`config.mk`:
```
export PLATFORM = sky130hd
export DESIGN_NAME = mem_access_stage
export DESIGN_NICKNAME = d
export VERILOG_FILES = /design/src/rtl/mem_access_stage_pkg.sv /design/src/rtl/mem_access_stage_align.sv /design/src/rtl/mem_access_stage.sv
export SDC_FILE = /design/constraint.sdc
export NUM_CORES = 1
export LEC_CHECK = 0
export CAP_MARGIN = 0
export CORE_AREA = 2 2 124 126
export DETAILED_ROUTE_END_ITERATION = 7
export DIE_AREA = 0 0 126 128
export PLACE_DENSITY = 0.72
export SETUP_SLACK_MARGIN = 0.15
export SLEW_MARGIN = 20
export SYNTH_ARGS = -nofsm -noshare
export SYNTH_HDL_FRONTEND = slang
export SYNTH_SLANG_ARGS = --single-unit
```
`constraint.sdc`:
```
create_clock -name clk -period 3.35 [get_ports clk]
set_clock_uncertainty 0.1 [all_clocks]
set_input_delay 0.67 -clock clk [delete_from_list [all_inputs] [get_ports clk]]
set_output_delay 0.67 -clock clk [all_outputs]
set_load 0.005 [all_outputs]
```
`src/rtl/mem_access_stage_pkg.sv`:
```
// mem_access_stage_pkg
// Shared pipeline types for the memory stage:
//   - MEMStageSignalsType : EX/MEM bundle consumed by mem_access_stage
//   - WBStageSignalsType  : MEM/WB bundle produced by mem_access_stage
//   - memFsmState_t       : data-memory port sequencing states
//   - FUNCT3_* constants and access-size decode helper
package mem_access_stage_pkg;

  localparam logic [2:0] FUNCT3_BYTE   = 3'b000;
  localparam logic [2:0] FUNCT3_HALF   = 3'b001;
  localparam logic [2:0] FUNCT3_WORD   = 3'b010;
  localparam logic [2:0] FUNCT3_BYTE_U = 3'b100;
  localparam logic [2:0] FUNCT3_HALF_U = 3'b101;

  typedef struct packed {
    logic        loadSignal;
    logic        storeSignal;
    logic [2:0]  loadStoreByteSelect;
    logic [31:0] storeData;
    logic [4:0]  rdAddr;
    logic        rdWriteEn;
    logic [1:0]  destinationSelect;
    logic [31:0] pc;
    logic [31:0] rdWriteData;
  } MEMStageSignalsType;

  typedef struct packed {
    logic [4:0]  rdAddr;
    logic        rdWriteEn;
    logic [31:0] rdWriteData;
    logic [31:0] pc;
    logic        misaligned;
  } WBStageSignalsType;

  typedef enum logic [1:0] {
    IDLE     = 2'd0,
    REQ      = 2'd1,
    WAIT_RSP = 2'd2
  } memFsmState_t;

  typedef enum logic [1:0] {
    SIZE_BYTE = 2'd0,
    SIZE_HALF = 2'd1,
    SIZE_WORD = 2'd2
  } accessSize_t;

  // Unused encodings (011/110/111) fall through to a full word access.
  function automatic accessSize_t funct3_size(input logic [2:0] funct3);
    accessSize_t size;
    case (funct3)
      FUNCT3_BYTE, FUNCT3_BYTE_U: size = SIZE_BYTE;
      FUNCT3_HALF, FUNCT3_HALF_U: size = SIZE_HALF;
      default:                    size = SIZE_WORD;
    endcase
    return size;
  endfunction

endpackage

```
`src/rtl/mem_access_stage_align.sv`:
```
// load_store_align
// Purely combinational byte-lane logic for the memory stage.
// Ports:
//   funct3     in  3   access size / signedness (loadStoreByteSelect)
//   addrLo     in  2   low effective-address bits
//   storeData  in  32  register value to store (right-justified)
//   rdata      in  32  word returned by memory
//   wdata      out 32  store data replicated into every candidate lane
//   byteEn     out 4   byte enables for the addressed lanes
//   loadData   out 32  extracted and extended load result
//   misaligned out 1   access crosses its natural alignment
module load_store_align
  import mem_access_stage_pkg::*;
(
  input  logic [2:0]  funct3,
  input  logic [1:0]  addrLo,
  input  logic [31:0] storeData,
  input  logic [31:0] rdata,
  output logic [31:0] wdata,
  output logic [3:0]  byteEn,
  output logic [31:0] loadData,
  output logic        misaligned
);

  accessSize_t size;
  logic [7:0]  byteLane;
  logic [15:0] halfLane;
  logic        isUnsigned;

  always_comb begin
    size       = funct3_size(funct3);
    isUnsigned = funct3[2];

    misaligned = ((size == SIZE_HALF) && addrLo[0]) ||
                 ((size == SIZE_WORD) && (addrLo != 2'b00));

    case (addrLo)
      2'd0:    byteLane = rdata[7:0];
      2'd1:    byteLane = rdata[15:8];
      2'd2:    byteLane = rdata[23:16];
      default: byteLane = rdata[31:24];
    endcase
    halfLane = addrLo[1] ? rdata[31:16] : rdata[15:0];

    case (size)
      SIZE_BYTE: begin
        byteEn   = 4'b0001 << addrLo;
        wdata    = {4{storeData[7:0]}};
        loadData = {{24{~isUnsigned & byteLane[7]}}, byteLane};
      end
      SIZE_HALF: begin
        byteEn   = addrLo[1] ? 4'b1100 : 4'b0011;
        wdata    = {2{storeData[15:0]}};
        loadData = {{16{~isUnsigned & halfLane[15]}}, halfLane};
      end
      default: begin
        byteEn   = 4'b1111;
        wdata    = storeData;
        loadData = rdata;
      end
    endcase
  end

endmodule

```
`src/rtl/mem_access_stage.sv`:
```
// mem_access_stage
// Memory stage of the rv32imc pipeline. Aligns stores, extracts loads,
// sequences a valid/ready data-memory port and registers the MEM/WB bundle.
// Ports:
//   clk, rst          pipeline clock, synchronous active-high reset
//   MEMControl        EX/MEM bundle (held stable by upstream while memStall=1)
//   memAddr           effective address from the ALU
//   dmemReqValid/Ready, dmemWe, dmemAddr, dmemWdata, dmemByteEn : request port
//   dmemRspValid, dmemRdata : load response port
//   memStall          hold EX/MEM and earlier stages
//   WBControl         registered MEM/WB bundle
//   fsmState          current port-sequencer state (observability)
//
// Handshake: a request transfers on a cycle where dmemReqValid && dmemReqReady
// are both high; once raised, dmemReqValid and the address/data/enables stay
// stable until that transfer. A load response is the single cycle where
// dmemRspValid is high while the sequencer is in WAIT_RSP; at any other time
// dmemRspValid is ignored.
module mem_access_stage
  import mem_access_stage_pkg::*;
#(
  parameter int ADDR_W = 32
) (
  input  logic               clk,
  input  logic               rst,
  input  MEMStageSignalsType MEMControl,
  input  logic [ADDR_W-1:0]  memAddr,
  output logic               dmemReqValid,
  input  logic               dmemReqReady,
  output logic               dmemWe,
  output logic [ADDR_W-1:0]  dmemAddr,
  output logic [31:0]        dmemWdata,
  output logic [3:0]         dmemByteEn,
  input  logic               dmemRspValid,
  input  logic [31:0]        dmemRdata,
  output logic               memStall,
  output WBStageSignalsType  WBControl,
  output memFsmState_t       fsmState
);

  memFsmState_t      state, stateNext;
  WBStageSignalsType wbNext, wbPass;
  logic              isMem, isStore, misaligned;
  logic [31:0]       loadData;

  load_store_align u_align (
    .funct3     (MEMControl.loadStoreByteSelect),
    .addrLo     (memAddr[1:0]),
    .storeData  (MEMControl.storeData),
    .rdata      (dmemRdata),
    .wdata      (dmemWdata),
    .byteEn     (dmemByteEn),
    .loadData   (loadData),
    .misaligned (misaligned)
  );

  assign isStore  = MEMControl.storeSignal;
  assign isMem    = MEMControl.loadSignal | MEMControl.storeSignal;
  assign dmemWe   = isStore;
  assign dmemAddr = {memAddr[ADDR_W-1:2], 2'b00};
  assign fsmState = state;

  // Baseline WB image of the presented instruction; each path edits fields.
  always_comb begin
    wbPass             = '0;
    wbPass.rdAddr      = MEMControl.rdAddr;
    wbPass.rdWriteEn   = MEMControl.rdWriteEn;
    wbPass.rdWriteData = MEMControl.rdWriteData;
    wbPass.pc          = MEMControl.pc;
  end

  always_comb begin
    stateNext    = state;
    dmemReqValid = 1'b0;
    memStall     = 1'b0;
    wbNext       = '0;  // bubble unless something retires this cycle

    case (state)
      IDLE: begin
        if (!isMem) begin
          wbNext = wbPass;
        end else if (misaligned) begin
          wbNext            = wbPass;
          wbNext.rdWriteEn  = 1'b0;
          wbNext.misaligned = 1'b1;
        end else begin
          dmemReqValid = 1'b1;
          if (dmemReqReady && isStore) begin
            wbNext           = wbPass;
            wbNext.rdWriteEn = 1'b0;
          end else begin
            memStall  = 1'b1;
            stateNext = dmemReqReady ? WAIT_RSP : REQ;
          end
        end
      end

      REQ: begin
        dmemReqValid = 1'b1;
        if (dmemReqReady && isStore) begin
          wbNext           = wbPass;
          wbNext.rdWriteEn = 1'b0;
          stateNext        = IDLE;
        end else begin
          memStall = 1'b1;
          if (dmemReqReady) stateNext = WAIT_RSP;
        end
      end

      WAIT_RSP: begin
        if (dmemRspValid) begin
          wbNext             = wbPass;
          wbNext.rdWriteData = loadData;
          stateNext          = IDLE;
        end else begin
          memStall = 1'b1;
        end
      end

      default: stateNext = IDLE;
    endcase

    // Nothing may leave the stage while reset is asserted.
    if (rst) begin
      dmemReqValid = 1'b0;
      memStall     = 1'b0;
    end
  end

  always_ff @(posedge clk) begin
    if (rst) begin
      state     <= IDLE;
      WBControl <= '0;
    end else begin
      state     <= stateNext;
      WBControl <= wbNext;
    end
  end

endmodule

```
Yosys cells after proc, flatten, opt, wreduce, memory -nomap -nowiden --
Index checks and enable logic that the tools add are counted.
Word-level totals: flip-flop bits (word level) 73, input bits 177, output and inout port bits 144, word-level logic and storage cells 67
Operators by class: equal/unequal tests 14, shift operators 1, mux-type cells 30, bitwise gates (word level) 4, reduce and logical (&&, ||, !) cells 12
Operators by type and width (count):
- 71-bit 2-to-1 mux | 4
- 71-bit one-hot mux with 3 select lines | 1
- 32-bit one-hot mux with 2 select lines | 2
- 8-bit one-hot mux with 3 select lines | 1
- 16-bit 2-to-1 mux | 1
- 2-bit 2-to-1 mux | 7
- 1-bit 2-to-1 mux | 8
- 2-bit != test, second input constant | 4
- 4-bit one-hot mux with 2 select lines | 1
- 2-bit by 1-bit == test with 1-bit output, second input constant | 3
- 2-bit == test, second input constant | 3
- 3-bit == test, second input constant | 2
- 2-bit zero test | 3
- 2-bit one-hot mux with 3 select lines | 1
- 5-bit AND reduction | 1
- 4-bit 2-to-1 mux | 1
- 2-bit one-hot mux with 2 select lines | 1
- 2-bit OR reduction | 2
- 1-bit by 2-bit << shifter with 4-bit output, first input constant | 1
- 3-bit by 1-bit == test with 1-bit output, second input constant | 1
- 1-bit logical AND | 3
- 3-bit zero test | 1
- 3-bit != test, second input constant | 1
- 1-bit one-hot mux with 3 select lines | 1
- other kinds (6) | 7

Logic depth before layout (Yosys ltp) --
depth after elaboration 10, mapped depth 7, mapped depth without buffers 4

Modules after synthesis --
A second synthesis with hierarchy kept.
Second synthesis, totals: cell total of the unflattened synthesis 395, area total of the unflattened synthesis 3723.6 µm²
By module, submodules not included:
- mem_access_stage | instances 1, cells each 212, area each 2471.1 µm², sequential area each 1461.4 µm²
- load_store_align | instances 1, cells each 183, area each 1252.5 µm², sequential area each 0.0 µm²

Worst setup path after synthesis --
OpenSTA, ideal clock, no wires.
path kind input to output, start point in MEMControl[105] in the netlist's numbering, end point out dmemWdata[20], arrival 1.867 ns, data required time 2.580 ns, path slack 0.713 ns, stages 4, buffers on the path 3, path through clkbuf_1 > clkbuf_1 > buf_1 > mux2_2
On the way: cells in the longest elaborated chain, start to end 5, elaborated cells between the ends (all ways) 10, classes of those cells eq/ne: 4; mux: 2; reduce/logical: 4
Ends and longest elaborated chain:
- start, declared | RTL line mem_access_stage.sv:26 | input MEMStageSignalsType MEMControl,
- 3-bit by 1-bit == test with 1-bit output, or another cell as far along | RTL line mem_access_stage_pkg.sv:50 | case (funct3)
- 2-bit OR reduction | RTL line mem_access_stage_pkg.sv:50
- 2-bit one-hot mux with 2 select lines * | RTL line mem_access_stage_pkg.sv:50
- 2-bit by 1-bit == test with 1-bit output or 2-bit zero test (tied branches) | RTL line mem_access_stage_align.sv:45 | case (size)
- 32-bit one-hot mux with 2 select lines * | RTL line mem_access_stage_align.sv:45
- end, declared | RTL line mem_access_stage.sv:32 | output logic [31:0] dmemWdata,
Mark *: on every way between the ends. The rest lies on a longest branch, timed or not.

Final worst setup path --
start point in MEMControl[104] in the netlist's numbering, end point out dmemByteEn[0]
On the way: cells in the longest elaborated chain, start to end 5, elaborated cells between the ends (all ways) 10, classes of those cells eq/ne: 4; mux: 2; reduce/logical: 4
Ends and longest elaborated chain:
- 3-bit by 1-bit == test with 1-bit output, or another cell as far along | RTL line mem_access_stage_pkg.sv:50
- 2-bit OR reduction | RTL line mem_access_stage_pkg.sv:50
- 2-bit one-hot mux with 2 select lines * | RTL line mem_access_stage_pkg.sv:50
- 2-bit by 1-bit == test with 1-bit output or 2-bit zero test (tied branches) | RTL line mem_access_stage_align.sv:45
- 4-bit one-hot mux with 2 select lines * | RTL line mem_access_stage_align.sv:45
- end, declared | RTL line mem_access_stage.sv:33 | output logic [3:0] dmemByteEn,
Marks and branches as above.

==> results.sh <==
export IMPL_routed_wire_length_per_instance_um=18.4
export IMPL_synth_xor_xnor_area_share=0
export IMPL_critPathKind="input pin to primary output"
export IMPL_number_of_register_bits_inferred_by_synthesis=73
export IMPL_cts_made_buffers=9
export IMPL_final_nets=737
export IMPL_flow_area_growth_from_synthesis_pct=84.9
export IMPL_power_leakage_nw=2.34
export IMPL_pin_count_of_the_biggest_net_entering_global_routing=38
export IMPL_irDropWorstVdd_v=0.000278
export IMPL_vias_in_the_first_global_route=3501
export IMPL_run_status="finished, final reports clean"
export IMPL_antenna_found_initial=0
export IMPL_clk_insertion_delay_late_ns=0.32
export IMPL_root_buffer="clkbuf_16"
export IMPL_die_extent_in_x_um=126
export IMPL_fp_row_count=45
export IMPL_fin_crit_sh=0.928
export IMPL_num_antenna_cells=0
export IMPL_critPathCaptureType="primary output"
export IMPL_critical_path_required_ns=2.58
export IMPL_fillCellCount=1457
export IMPL_synth_warning_count=0
export IMPL_gpl_final_weighted_congestion=0.854
export IMPL_setup_viol_count_final=0
export IMPL_post_route_min_period_ns=3.11
export IMPL_synth_yosys_seq_area_share=0.432
export IMPL_synth_mux_area_fraction=0.107
export IMPL_instances_no_fill=753
export IMPL_initial_core_util=0.228
export IMPL_grt_pass1_wl_um=20100
export IMPL_synthArstFlopShare=0
export IMPL_synth_top_cells_by_count="dfxtp_1 (73), nor2b_1 (46), buf_4 (41), mux2_2 (24), o21ai_0 (21)"
export IMPL_final_design_area_no_fill_um2=6260
export IMPL_dr_first_iter_drc_count=189
export IMPL_clkTransAtPathRegs_ns=0.06
export IMPL_reg2reg_depth=6
export IMPL_cts_tree="yes"
export IMPL_synth_compound_area_frac=0.194
export IMPL_post_synthesis_simple_gate_area_fraction=0.148
export IMPL_place_worst_setup_slack_ns=0.00851
export IMPL_worst_slew_margin_rel=0.312
export IMPL_cts_sinks=73
export IMPL_min_path_cells=1
export IMPL_dieHeight_um=128
export IMPL_num_io_pins=321
export IMPL_worst_setup_path_start_kind="input pin"
export IMPL_report_final_slew_viol_count=0
export IMPL_portBuffers=256
export IMPL_design_core_area_um2=14900
export IMPL_cp_arrival_ns=2.34
export IMPL_die_area_um2=16100
export IMPL_total_power_w=0.00258
export IMPL_place_inst=737
export IMPL_drt_drc_violations_left=0
export IMPL_synthesis_area_um2=3380
export IMPL_syn_avg_cell_area_um2=10.0
export IMPL_cts_path_max_buffers=2
export IMPL_clock_tree_htree_level_count=3
export IMPL_power_density_nw_per_um2=413
export IMPL_layout_drive_gt1_share=0.129
export IMPL_detailroute_via_count=3399
export IMPL_timing_setup_tns_ns=0
export IMPL_min_delay_path_class="flop to flop"
export IMPL_vias_per_cell=4.51
export IMPL_netlist_area_leader_share=0.432
export IMPL_global_route_usage_total=0.162
export IMPL_yosys_cell_count_top_type="dfxtp_1"
export IMPL_timing_hold_violations_final=0
export IMPL_synth_top_family_by_area="compound AO/OA/AOI/OAI gates"
export IMPL_slew_at_the_pin_closest_to_its_max_slew_limit_ns=1.03
export IMPL_drt_first_pass_iters=4
export IMPL_synth_area_top_cells="dfxtp_1 (43%), buf_4 (9.1%), nor2b_1 (8.5%)"
export IMPL_maxCapViolCount=0
export IMPL_globalRouteOverflowTotal=0
export IMPL_finalWirelength_um=13800
export IMPL_detail_route_antenna_nets=0
export IMPL_crit_fanout=23
export IMPL_dpl_hpwl_um=11300
export IMPL_synth_edf_count=0
export IMPL_post_synth_num_cell_types=44
export IMPL_post_dp_cell_area_um2=5920
export IMPL_synth_largest_area_cell="dfxtp_1"
export IMPL_post_route_worst_setup_slack_ns=0.242
export IMPL_grt_setup_unrepaired="yes"
export IMPL_fmaxAchievable_ghz=0.322
export IMPL_post_cts_repair_setup_buffers=0
export IMPL_synth_fa_ha_area_frac=0
export IMPL_syn_instance_count=337
export IMPL_synth_flop_cell="dfxtp_1"
==> area by class of cell <==
cell class,count,area (µm²),area share
Multi-Input combinational cell,203,1540,0.247
Timing Repair Buffer,271,2690,0.430
Inverter,2,7.51,0.00120
Tap cell,188,235,0.0376
Clock inverter,5,78.8,0.0126
Sequential cell,73,1460,0.234
Clock buffer,11,243,0.0388
==> report_power, final <==
part           total, W  leakage [nW]  switching [W]  internal (W)
Combinational  0.000600          1.58       0.000202      0.000398
Sequential     0.000947         0.602      0.0000185      0.000928
Clock           0.00104         0.159       0.000365      0.000671
Total           0.00258          2.34       0.000585       0.00200
==> final timing paths <==
check	from	endpoint	slack (ns)
worst max-delay path	MEMControl[104]	dmemByteEn[0]	0.24
worst min register to register	fsmState[1]	WBControl[0]	0.51
worst min-delay path	fsmState[1]	WBControl[0]	0.51
worst max register to register	fsmState[0]	WBControl[37]	0.88
==> cells in the final DEF (no fill, tap or decap), types with 5 or more instances in the layout <==
master           instances
dfxtp_1                 73
mux2i_1                  9
nand2_1                 10
buf_4                   13
mux2_2                  24
clkbuf_16                9
a21oi_1                  9
nor2b_1                 46
o21ai_0                 21
o2bb2ai_1                7
a221o_2                 10
clkdlybuf4s50_1        253
a221o_1                  6
a221oi_1                 7
nor2_1                   5
nand2b_1                 9
a32o_1                   8
==> what timing repair did <==
action                                  CTS  global route
endpoints found under the setup margin    2             5
pin swaps                                 1             0
hold buffers                              0             0
resized for setup                         3             2
==> worst max-delay path, cell delays in order <==
cell and delay, ns:
clkdlybuf4s50_1 0.51, buf_6 0.24, nor2b_1 0.12, o21ai_1 0.22
clkdlybuf4s50_1 0.56
==> through the flow <==
stage	hold WS [ns]	util
after floorplan	0.443	-
after global placement	0.474	0.398
after detailed placement	0.495	0.398
after CTS	0.504	0.420
after global routing	0.548	0.421
final	0.510	0.421
==> routing by layer <==
metal,GRT usage,vias to the layer above,routed length (µm),share of wire
met5,0,-,0,0
li1,-,1619,-,-
met2,0.320,214,7730,0.56
met1,0.164,1552,4790,0.35
met4,0.0478,0,196,0.014
met3,0.0480,14,1130,0.082
==> sequential cells by signal (all words and copies together) (netlist names) <==
name / count
WBControl: 71
fsmState: 2
==> kinds of logic after synthesis <==
logic type             Yosys count
AO/OA/AOI/OAI                   83
other                            1
flip-flops                      73
AND/OR/NAND/NOR                 85
multiplexers                    33
buffers and inverters           62
(Power assumes the default switching activity.)
